`src/rtl/cache_pkg.sv`:
```
// Shared cache constants and elaboration helpers for the replacement trackers.
package cache_pkg;

   localparam int WAYS_8 = 8;
   localparam int WAYS_4 = 4;
   localparam int WAYS_2 = 2;

   // Smallest r with 2**r >= value; gives the PLRU tree depth from the way count.
   function automatic int clog2(input int value);
      int r;
      r = 0;
      for (int p = 1; p < value; p = p * 2) r = r + 1;
      return r;
   endfunction

endpackage

```
`src/rtl/plru_tree_logic.sv`:
```
// Combinational tree-PLRU core: victim walk and next tree bits for one set.
// Tree bit for heap node n lives at i_tree[n-1]; the root is node 1.
module plru_tree_logic
   import cache_pkg::*;
#(
   parameter int CACHE_WAY = WAYS_8
) (
   input  logic [CACHE_WAY-2:0] i_tree,
   input  logic [CACHE_WAY-1:0] i_way,
   output logic [CACHE_WAY-1:0] o_victim,
   output logic [CACHE_WAY-2:0] o_next_tree
);

   localparam int DEPTH = clog2(CACHE_WAY);

   // One reach vector per level keeps the walk free of combinational self-loops.
   for (genvar l = 0; l <= DEPTH; l++) begin : g_lvl
      logic [(1<<l)-1:0] w_reach;
      if (l == 0) begin : g_root
         assign w_reach = 1'b1;
      end else begin : g_walk
         for (genvar j = 0; j < (1 << l); j++) begin : g_bit
            localparam int PIDX = (1 << (l - 1)) - 1 + j / 2;
            if (j % 2 == 1) begin : g_hi
               assign w_reach[j] = g_lvl[l-1].w_reach[j/2] & i_tree[PIDX];
            end else begin : g_lo
               assign w_reach[j] = g_lvl[l-1].w_reach[j/2] & ~i_tree[PIDX];
            end
         end
      end
   end

   assign o_victim = g_lvl[DEPTH].w_reach;

   // Multi-hot access vectors collapse to their lowest set bit.
   logic [CACHE_WAY-1:0] w_low;
   logic [DEPTH-1:0]     w_idx;
   logic                 w_any;

   assign w_low = i_way & (-i_way);
   assign w_any = |i_way;

   for (genvar b = 0; b < DEPTH; b++) begin : g_idx
      logic [CACHE_WAY-1:0] w_mask;
      for (genvar i = 0; i < CACHE_WAY; i++) begin : g_mask
         assign w_mask[i] = ((i >> b) % 2) == 1;
      end
      assign w_idx[b] = |(w_low & w_mask);
   end

   for (genvar n = 1; n < CACHE_WAY; n++) begin : g_node
      localparam int LVL = clog2(n + 1) - 1;
      localparam logic [DEPTH-1:0] OFF = DEPTH'(n - (1 << LVL));
      logic w_on_path;
      assign w_on_path = (w_idx >> (DEPTH - LVL)) == OFF;
      assign o_next_tree[n-1] = (w_any && w_on_path) ? ~w_idx[DEPTH-1-LVL] : i_tree[n-1];
   end

endmodule

```
`src/rtl/eightway_plru.sv`:
```
// Per-set pseudo-LRU replacement tracker: holds one PLRU tree per set and
// reports the one-hot victim of the addressed set with zero read latency.
module eightway_plru
   import cache_pkg::*;
#(
   parameter int CACHE_WAY  = WAYS_8,
   parameter int INDEX_BITS = 3
) (
   input  logic                  clk,
   input  logic                  nrst,
   input  logic [INDEX_BITS-1:0] i_index,
   input  logic                  i_hit,
   input  logic [CACHE_WAY-1:0]  i_way_accessed,
   output logic [CACHE_WAY-1:0]  o_LRU
);

   localparam int TREE_BITS = CACHE_WAY - 1;
   localparam int SETS      = 1 << INDEX_BITS;

   if (!(CACHE_WAY == WAYS_8 || CACHE_WAY == WAYS_4 || CACHE_WAY == WAYS_2)) begin : g_bad_way
      $error("eightway_plru: CACHE_WAY must be 2, 4 or 8");
   end

   logic [TREE_BITS-1:0] r_tree [0:SETS-1];
   logic [TREE_BITS-1:0] w_cur_tree;
   logic [TREE_BITS-1:0] w_next_tree;

   assign w_cur_tree = r_tree[i_index];

   plru_tree_logic #(
      .CACHE_WAY (CACHE_WAY)
   ) u_tree (
      .i_tree      (w_cur_tree),
      .i_way       (i_way_accessed),
      .o_victim    (o_LRU),
      .o_next_tree (w_next_tree)
   );

   // NOTE: the tree store is a flop array rather than a RAM macro, so every set
   // can be cleared in the single reset cycle; a RAM would need a clear sweep.
   // NOTE: non-blocking assignments keep the read of w_cur_tree (old state)
   // consistent with the write of the same set on this edge.
   always_ff @(posedge clk) begin
      if (!nrst) begin
         r_tree <= '{default: '0};
      end else if (i_hit) begin
         r_tree[i_index] <= w_next_tree;
      end
   end

endmodule

```
`config.mk`:
```
export PLATFORM = sky130hd
export DESIGN_NAME = eightway_plru
export DESIGN_NICKNAME = d
export VERILOG_FILES = /design/src/rtl/cache_pkg.sv /design/src/rtl/plru_tree_logic.sv /design/src/rtl/eightway_plru.sv
export SDC_FILE = /design/constraint.sdc
export NUM_CORES = 1
export LEC_CHECK = 0
export CAP_MARGIN = 20
export CORE_MARGIN = 5
export CORE_UTILIZATION = 59
export CTS_BUF_LIST = sky130_fd_sc_hd__clkbuf_4 sky130_fd_sc_hd__clkbuf_8 sky130_fd_sc_hd__clkbuf_16
export DETAILED_ROUTE_END_ITERATION = 10
export PLACE_DENSITY = 0.87
export SYNTH_ARGS = -nofsm -noshare
export SYNTH_HDL_FRONTEND = slang
export SYNTH_SLANG_ARGS = --single-unit
export TNS_END_PERCENT = 50
```
`constraint.sdc`:
```
create_clock -name clk -period 2.13 [get_ports clk]
set_input_delay 0.3195 -clock clk [delete_from_list [all_inputs] [get_ports clk]]
set_output_delay 0.3195 -clock clk [all_outputs]
set_load 0.005 [all_outputs]
```
[Yosys cells after proc, flatten, opt, wreduce, memory -nomap -nowiden]
Index checks and enable logic that the tools add are counted.
Storage, ports and cells
  bits in registers: 56
  input bits: 14
  output and inout port bits: 8
  logic and storage cells: 64
Operators by class
  add/subtract/negate cells: 1
  magnitude comparators: 2
  reduce and logical (&&, ||, !) cells: 13
  muxes and demuxes: 13
  eq/ne operators: 3
  bitwise gates (word level): 24
Operator list (number)
  $bwmux W56: 1
  $bmux W7 S3: 1
  $demux W7 S3: 1
  $mux W7: 3
  $and A1 B1 Y1: 12
  $reduce_or A4 Y1: 3
  $not A1 Y1: 10
  $and A8 B8 Y8: 1
  $neg A8 Y8: 1
  $reduce_or A8 Y1: 1
  $logic_and A1 B1 Y1: 7
  $mux W1: 7
  $logic_not A3 Y1: 2
  $eq A2 B2 Y1 const B: 2
  $ge A4 B4 Y1 const B: 1
  $lt A4 B1 Y1 const B: 1
  $not A3 Y4: 1
  $eq A2 B1 Y1 const B: 1

[Logic depth before layout (Yosys ltp)]
Gate-level depths: netlist of the first run.
  depth in word-level cells: 7
  gate-level depth with buffers: 8

[Modules after synthesis]
From an unflattened synthesis of the first run, not the netlist that was laid out.
Unflattened totals
  cells, all modules: 278
  area total of the unflattened synthesis: 2900.3 µm²
Modules (own cells, without submodules)
  eightway_plru: sequential area each 1121.1 µm², area an instance 2728.9 µm², times used 1, cells an instance 249
  plru_tree_logic: sequential area each 0.0 µm², area an instance 171.4 µm², times used 1, cells an instance 29

[Worst setup path before layout of the first run]
OpenSTA, ideal clock, no wires.
  path kind: input to output
  start: input port i_index[2]
  end: output port o_LRU[2]
  setup slack: 246 ps
  arrival time: 1564 ps
  cell stages on the path: 6
  data required time: 1811 ps
  path buffers: 2
  path through: clkbuf_2 buf_2 nor2_1 a32o_1 or2_2 nor3_1
On the way
  longest elaborated chain between the ends: 7
  elaborated cells on any way between the ends: 8
RTL lines
  start: declaration: RTL line eightway_plru.sv:11  | input logic [INDEX_BITS-1:0] i_index,
  $not A3 Y4 (implied by the code) (*): RTL line eightway_plru.sv:28  | assign w_cur_tree = r_tree[i_index];
  $bmux W7 S3 (*): RTL line eightway_plru.sv:28
  $mux W7 (implied by the code) (*) (2 in a row): RTL line eightway_plru.sv:28
  $not A1 Y1: RTL line plru_tree_logic.sv:27  | assign w_reach[j] = g_lvl[l-1].w_reach[j/2] & ~i_tree[PIDX];
  $and A1 B1 Y1: RTL line plru_tree_logic.sv:25  | assign w_reach[j] = g_lvl[l-1].w_reach[j/2] & i_tree[PIDX];
  $and A1 B1 Y1 (*): RTL line plru_tree_logic.sv:27
  end: declaration: RTL line eightway_plru.sv:14  | output logic [CACHE_WAY-1:0] o_LRU
Mark *: on every way between the ends. The rest lies on a longest branch, timed or not. The select of a mux whose other input is x is not followed.

[Worst setup path in the final report of the first run]
  start: register r_tree[21] (netlist bit)
  end: output port o_LRU[6]
On the way
  longest elaborated chain between the ends: 5
RTL lines
  start: declaration: RTL line eightway_plru.sv:24  | logic [TREE_BITS-1:0] r_tree [0:SETS-1];
  start signal: indexed assignment: RTL line eightway_plru.sv:47  | r_tree[i_index] <= w_next_tree;
  $bmux W7 S3: RTL line eightway_plru.sv:28
  $mux W7 (implied by the code) (2 in a row): RTL line eightway_plru.sv:28
  $and A1 B1 Y1: RTL line plru_tree_logic.sv:25
  $and A1 B1 Y1: RTL line plru_tree_logic.sv:27
Every way passes these cells. The select of a mux whose other input is x is not followed.

==> impl_results.md, run 1 <==
* DP Area at approximately 3800 um^2
* Root buf cell: clkbuf_8
* DRC errors left at 0
* Worst Skew at 0.01996 ns
* Max stage delay on crit path at 0.35 ns
* Max Root-Sink Buffers at 2
* Die span in y at 83.47 um
* Synth warn at 0
* Final hold violation count at 0
* Type of origin of the critical path: register
* Post-synthesis simple-gate area fraction at 0.2413
* Post-route ant nets at 0
* Largest cells by area after synthesis: dfxtp_1 35%, o311a_1 7.5%, nor2_1 5.1%
* Crit path max-delay family: simple AND/OR/NAND/NOR gates
* Avg Cell Area, Syn at 8.424 um^2
* Biggest regs: r_tree x56
* Asr flop ratio synth at 0
* Worst path cell trace: mux2_4, a32o_2, or2_4, buf_6, and4_1, buf_2
* CP Max Fanout at 3
* DR vias/cell at 7.223
* Non-filler cells, final at 530
* Largest reg by FF count: r_tree
* XOR/XNOR share of the synthesized area at 0
* Seq/Total Area, Yosys at 0.3521
* Worst slew margin at 0.7441
* Synth Area in Adders at 0
* Crit end category: output port
* Worst hold path class: input port to register
* Routed len/inst at 23.28 um
* Worst Path Required at between 1.5 and 2 ns
* Top FF cell, synth: dfxtp_1
* Drt first-iter violations at roughly 630
* CP arrival at 1.92 ns
* Slowest-stage cell, CP: dfxtp_2
* Port Buffer Count at 21
* Post-Layout Inst Area at 4343 um^2
* Final setup margin at -0.1049 ns
* First-pass GRT wire length at roughly 19 mm
* Die width at 83.47 um
* Vias in the first global route at 3560
* IO Pins at 22
* Layout cells sized above 1 at 0.3370
* Die ar. at ~7000 um^2
* Pre-CTS WS at -0.6893 ns
* Drt first pass iters at 7
* Failing checks: setup timing
* CTS clk-pin slew, worst paths at 0.12 ns
* Initial cell density of the core at 0.6156
* Post-synth EDFFs at 0
* Via count at 3828
* Netlist cell types at 57
* Remaining Overflow, GRT at 0
* Total negative slack at -0.2397 ns
* Max-cap violation count at 0
* Synth Instances at 378
* Detailed Place HPWL at 6.712 mm
* Endpoints failing setup at 4
* Worst slew pin tran at 0.3839 ns
* RSZ-0062 raised after global routing: true
* Compound-gate portion of the synthesized area at 0.2731
* Fin. max-slew vios at 0
* Later-pin clock latency in the skew report at around 0.33 ns
* Hold Slack at about 0.46 ns
* Dpl cells at 498
* Highest ir drop seen on vdd at roughly 0.00045 V
* Outcome: complete, but fails checks
* Fillers at 288
* Antenna diode count at 0
* H-tree depth at 2
* Final Wtd Congestion at between 0.9 and 1
* Tmin final at 2.235 ns
* TritonCTS clock tree: done
* Max Clock Freq at roughly 0.45 GHz
* Largest family of logic cells by synthesized area: compound AO/OA/AOI/OAI gates
* Core area at 5172 um^2
* Total GRT Usage at 0.3431
* Layout Nets at 473
* Largest net degree at the start of global routing at 30
* Synthesized flop and latch total at 56
* Post-synth net total at approximately 390
* Max reg flops at 56
* Final cycle utilization of the critical path at 1.049
* Site Rows at 26
* Clock sinks at between 50 and 60
* Area Overhead vs Synth at 36.39%
* Bufs and invs on worst path at 2
* Syn Std Cell Area at 3184 um^2
* Leakage at 1.884 nW
* Post-synth top area share at 0.3521
* Synth area leader: dfxtp_1
* Mux contribution to synthesized area at 0.07191
* Initial antenna violation count at 0
* Cts bufs inserted at 5
* Kind of critical path: register to output port
* Post-Route WL at 12.34 mm
* PD cells at 519.2 nW/um^2
==> cell usage in the layout (no fill, tap or decap), types with 3 or more instances in the layout <==
| master | count |
|---|---|
| a21oi_1 | 24 |
| a31oi_1 | 8 |
| and4b_1 | 3 |
| buf_12 | 3 |
| buf_2 | 10 |
| buf_4 | 79 |
| buf_6 | 5 |
| clkbuf_8 | 6 |
| clkdlybuf4s50_1 | 9 |
| dfxtp_1 | 54 |
| inv_1 | 5 |
| mux2i_1 | 12 |
| nand2_1 | 34 |
| nand3_1 | 16 |
| nand4b_1 | 3 |
| nand4bb_1 | 4 |
| nor2_1 | 42 |
| nor2b_1 | 3 |
| nor3_1 | 5 |
| nor3_2 | 3 |
| o21a_1 | 5 |
| o21ai_0 | 19 |
| o2bb2ai_1 | 6 |
| o311a_1 | 24 |
| o31a_1 | 5 |
| o31ai_1 | 5 |
| o31ai_2 | 3 |
| or2_2 | 3 |
==> where the power goes <==
part | internal [W] | leakage [nW] | total, W | switching (W)
Combinational | 0.000239 | 1.38 | 0.000502 | 0.000263
Clock | 0.000279 | 0.0479 | 0.000648 | 0.000370
Sequential | 0.00108 | 0.456 | 0.00110 | 0.0000224
==> per-stage QoR <==
stage	util	total power (W)
after floorplan	-	0.001340
after global placement	0.7409	0.001488
after detailed placement	0.7409	0.001503
after CTS	0.8270	0.002172
after global routing	0.8396	0.002316
final	0.8396	0.002255
==> logic make-up after synthesis <==
kind of cell    Yosys count
simple gates            143
compound gates          117
flops                    56
buf+inv                  42
mux                      20
==> routing by layer <==
layer | track usage | vias up | routed length (um)
met5 | 0 | - | 0
met4 | 0.2091 | 0 | 984
met3 | 0.06022 | 115 | 1370
met2 | 0.5620 | 365 | 5478
met1 | 0.4183 | 1771 | 4505
li1 | - | 1577 | -
==> worst reg2reg max path: cells and delay by family, from the launching register on <==
family,cells,cell delay [ns]
buf+inv,2,0.31
flops,1,0.35
compound gates,2,0.24
mux,2,0.77
==> worst paths after layout <==
check / depth (start not counted) / slack (ns) / to / start
max: 6 / -0.10 / o_LRU[6] / r_tree[21]$_SDFFE_PN0P_
min: 5 / 0.46 / r_tree[55]$_SDFFE_PN0P_ / nrst
max reg2reg: 6 / 0.34 / r_tree[25]$_SDFFE_PN0P_ / r_tree[4]$_SDFFE_PN0P_
min reg2reg: 2 / 0.49 / r_tree[53]$_SDFFE_PN0P_ / r_tree[53]$_SDFFE_PN0P_
==> cell type report <==
class / count / area [um^2] / share of cell area
multi-input cells: 280 / 2043 / 0.4705
flip-flops and latches: 56 / 1124 / 0.2587
repair buffers: 111 / 972.2 / 0.2239
clock buffers: 7 / 90.09 / 0.02074
well taps: 70 / 87.58 / 0.02017
inverters: 5 / 18.77 / 0.004322
clock inverters: 1 / 7.507 / 0.001729
==> synth_stat cells, types with 4 or more instances <==
cell,n
dfxtp_1,56
buf_2,9
nand4bb_1,4
inv_1,5
nor2_1,43
clkbuf_1,20
o2bb2ai_1,6
o31a_1,5
a31oi_1,8
nand2_1,35
or2_2,4
mux2i_1,15
nor3_1,8
nor2b_1,5
o31ai_1,8
o21ai_0,19
a21oi_1,26
o311a_1,24
o21a_1,5
nand3_1,16
==> timing repair <==
item,CTS,global route
hold buffers,0,0
setup endpoints to repair,16,12
resized for setup,79,13
gates cloned,3,0
pin swaps,12,9
buffers inserted,19,2
No activity file was read; power rests on OpenSTA's default activity.
==> inputs of run 2 (changes only) <==
Settings changed: REMOVE_ABC_BUFFERS set to 1.
==> run 2 against run 1 <==
Effect of this change: sequential share of layout area up 0.65 points; global-route usage up 1.1 points; largest cell class unchanged; clock-buffer cell count shrank 2; the run still ends with setup timing left; largest power group unchanged; non-clock buffer count decreased by 4; wire length rose by 2.4%; die area is the same; combinational power shrank 4%; sequential power is essentially flat; core utilization shrank 2.1 points.
==> impl_results.md, run 2 (synthesis results as in run 1) <==
* Tmin final at 2.175 ns
* Worst hold path class: input port to register
* Hold Path Cell Cnt at 2
* Die width at 83.47 um
* Hold-critical path endpoint: r_tree[15]$_SDFFE_PN0P_
* Die span in y at 83.47 um
* Layout Nets at ~470
* Fillers at 275
* Fin. max-slew vios at 0
* Max stage delay on crit path at 0.34 ns
* Post-Layout Inst Area at about 4200 um^2
* RR Endpoint: r_tree[11]$_SDFFE_PN0P_
* Largest reg by FF count: r_tree
* Max Root-Sink Buffers at 2
* CP arrival at 1.86 ns
* Worst Skew at 0.008604 ns
* CP Max Fanout at 4
* Max-cap violation count at 0
* Post-route ant nets at 0
* First-pass GRT wire length at 19.60 mm
* Dpl cells at 498
* Antenna diode count at 0
* Commonest non-fill, non-tap cell in the layout: buf_4
* Leakage at 1.830 nW
* R2r worst-path depth at 6
* Highest-count cells in the layout ignoring fill and taps: 76 x buf_4, 54 x dfxtp_1, 42 x nor2_1
* Die ar. at 6966 um^2
* Routed len/inst at approximately 24 um
* Reg2reg start: r_tree[32]$_SDFFE_PN0P_
* Bufs and invs on worst path at 1
* Endpoints failing setup at 3
* Crit end category: output port
* Root buf cell: clkbuf_8
* Failing checks: setup timing
* Site Rows at 26
* Initial antenna violation count at 0
* R2R Setup Slk at 0.29 ns
* Outcome: complete, but fails checks
* Crit path max-delay family: simple AND/OR/NAND/NOR gates
* Initial cell density of the core at 0.6156
* Layout cells sized above 1 at 0.3311
* Slowest-stage cell, CP: dfxtp_2
* DP Area at roughly 3800 um^2
* Worst slew pin tran at 0.6222 ns
* DRC errors left at 0
* Port Buffer Count at 21
* Drt first pass iters at 6
* IO Pins at 22
* Type of origin of the critical path: register
* Total GRT Usage at 0.3542
* Drt first-iter violations at 684
* Critical Path Stages at 5
* TritonCTS clock tree: done
* Detailed Place HPWL at between 7 and 8 mm
* Remaining Overflow, GRT at 0
* Largest net degree at the start of global routing at 21
* Kind of critical path: register to output port
* Highest ir drop seen on vdd at around 0.00033 V
* DR vias/cell at 7.471
* Final Wtd Congestion at around 0.94
* Post-Route WL at between 10 and 15 mm
* Worst path cell trace: mux2_4, a32o_2, nor2_2, and3_1, buf_2
* Final hold violation count at 0
* RSZ-0062 raised after global routing: true
* Vias in the first global route at 3760
* Via count at 3930
* PD cells at 521.9 nW/um^2
* Core area at 5172 um^2
* Cts bufs inserted at 5
* Clock sinks at 56
* CTS clk-pin slew, worst paths at approximately 0.12 ns
* Later-pin clock latency in the skew report at around 0.32 ns
* Worst Path Required at 1.81 ns
* Max Clock Freq at 0.4597 GHz
* Biggest regs: r_tree x56
* Non-filler cells, final at 526
* Worst slew margin at 0.5814
* Worst Min Path Start: nrst
* Final setup margin at -0.04549 ns
* Area Overhead vs Synth at 33.05%
* Max reg flops at 56
* H-tree depth at 2
* Final cycle utilization of the critical path at 1.021
-- run 2: what timing repair did --
action | 4_1_cts | 5_1_grt
hold buffers | 0 | 0
resized for setup | 86 | 7
buffers inserted | 16 | 2
endpoints found under the setup margin | 16 | 10
pin swaps | 13 | 11
cloned | 2 | 0
-- run 2: report_power, final --
| group | internal (W) | leakage, nW | switching, W |
|---|---|---|---|
| clock | 0.000235 | 0.0445 | 0.000387 |
| sequential | 0.00108 | 0.456 | 0.0000227 |
| combinational | 0.000217 | 1.33 | 0.000267 |
-- run 2: worst max-delay path by stage --
stage,startpoint,end,slack [ns]
after floorplan,i_way_accessed[2],r_tree[44]$_SDFFE_PN0P_,0.05
after global placement,i_index[0],o_LRU[7],-0.77
after detailed placement,i_index[0],o_LRU[7],-0.83
after CTS,r_tree[21]$_SDFFE_PN0P_,o_LRU[2],-0.01
after global routing,r_tree[21]$_SDFFE_PN0P_,o_LRU[3],-0.08
final,r_tree[21]$_SDFFE_PN0P_,o_LRU[3],-0.05
-- run 2: routing by layer --
layer,up-vias,share of wire,track usage
li1,1575,-,-
met1,1778,0.34,0.3983
met2,422,0.44,0.5729
met3,155,0.13,0.08786
met4,0,0.10,0.2719
met5,-,0,0
-- run 2: area by class of cell --
class | instances | area (um^2) | share of cell area
Clock buffer | 5 | 68.82 | 0.01624
Clock inverter | 3 | 21.27 | 0.005021
Inverter | 5 | 18.77 | 0.004430
Multi-Input combinational cell | 280 | 2031 | 0.4793
Sequential cell | 56 | 1124 | 0.2652
Tap cell | 70 | 87.58 | 0.02067
Timing Repair Buffer | 107 | 885.9 | 0.2091
-- run 2: per-stage QoR --
step / hold slack, ns / power, W / setup TNS (ns) / setup WS (ns) / util
after floorplan: 0.4368 / 0.001286 / 0 / 0.04962 / -
after global placement: 0.4512 / 0.001488 / -14.63 / -0.7672 / 0.7385
after detailed placement: 0.4627 / 0.001507 / -17.80 / -0.8271 / 0.7385
after CTS: 0.3741 / 0.002156 / -0.02206 / -0.01452 / 0.8140
after global routing: 0.3881 / 0.002270 / -0.2996 / -0.08043 / 0.8191
final: 0.3857 / 0.002211 / -0.1119 / -0.04549 / 0.8191
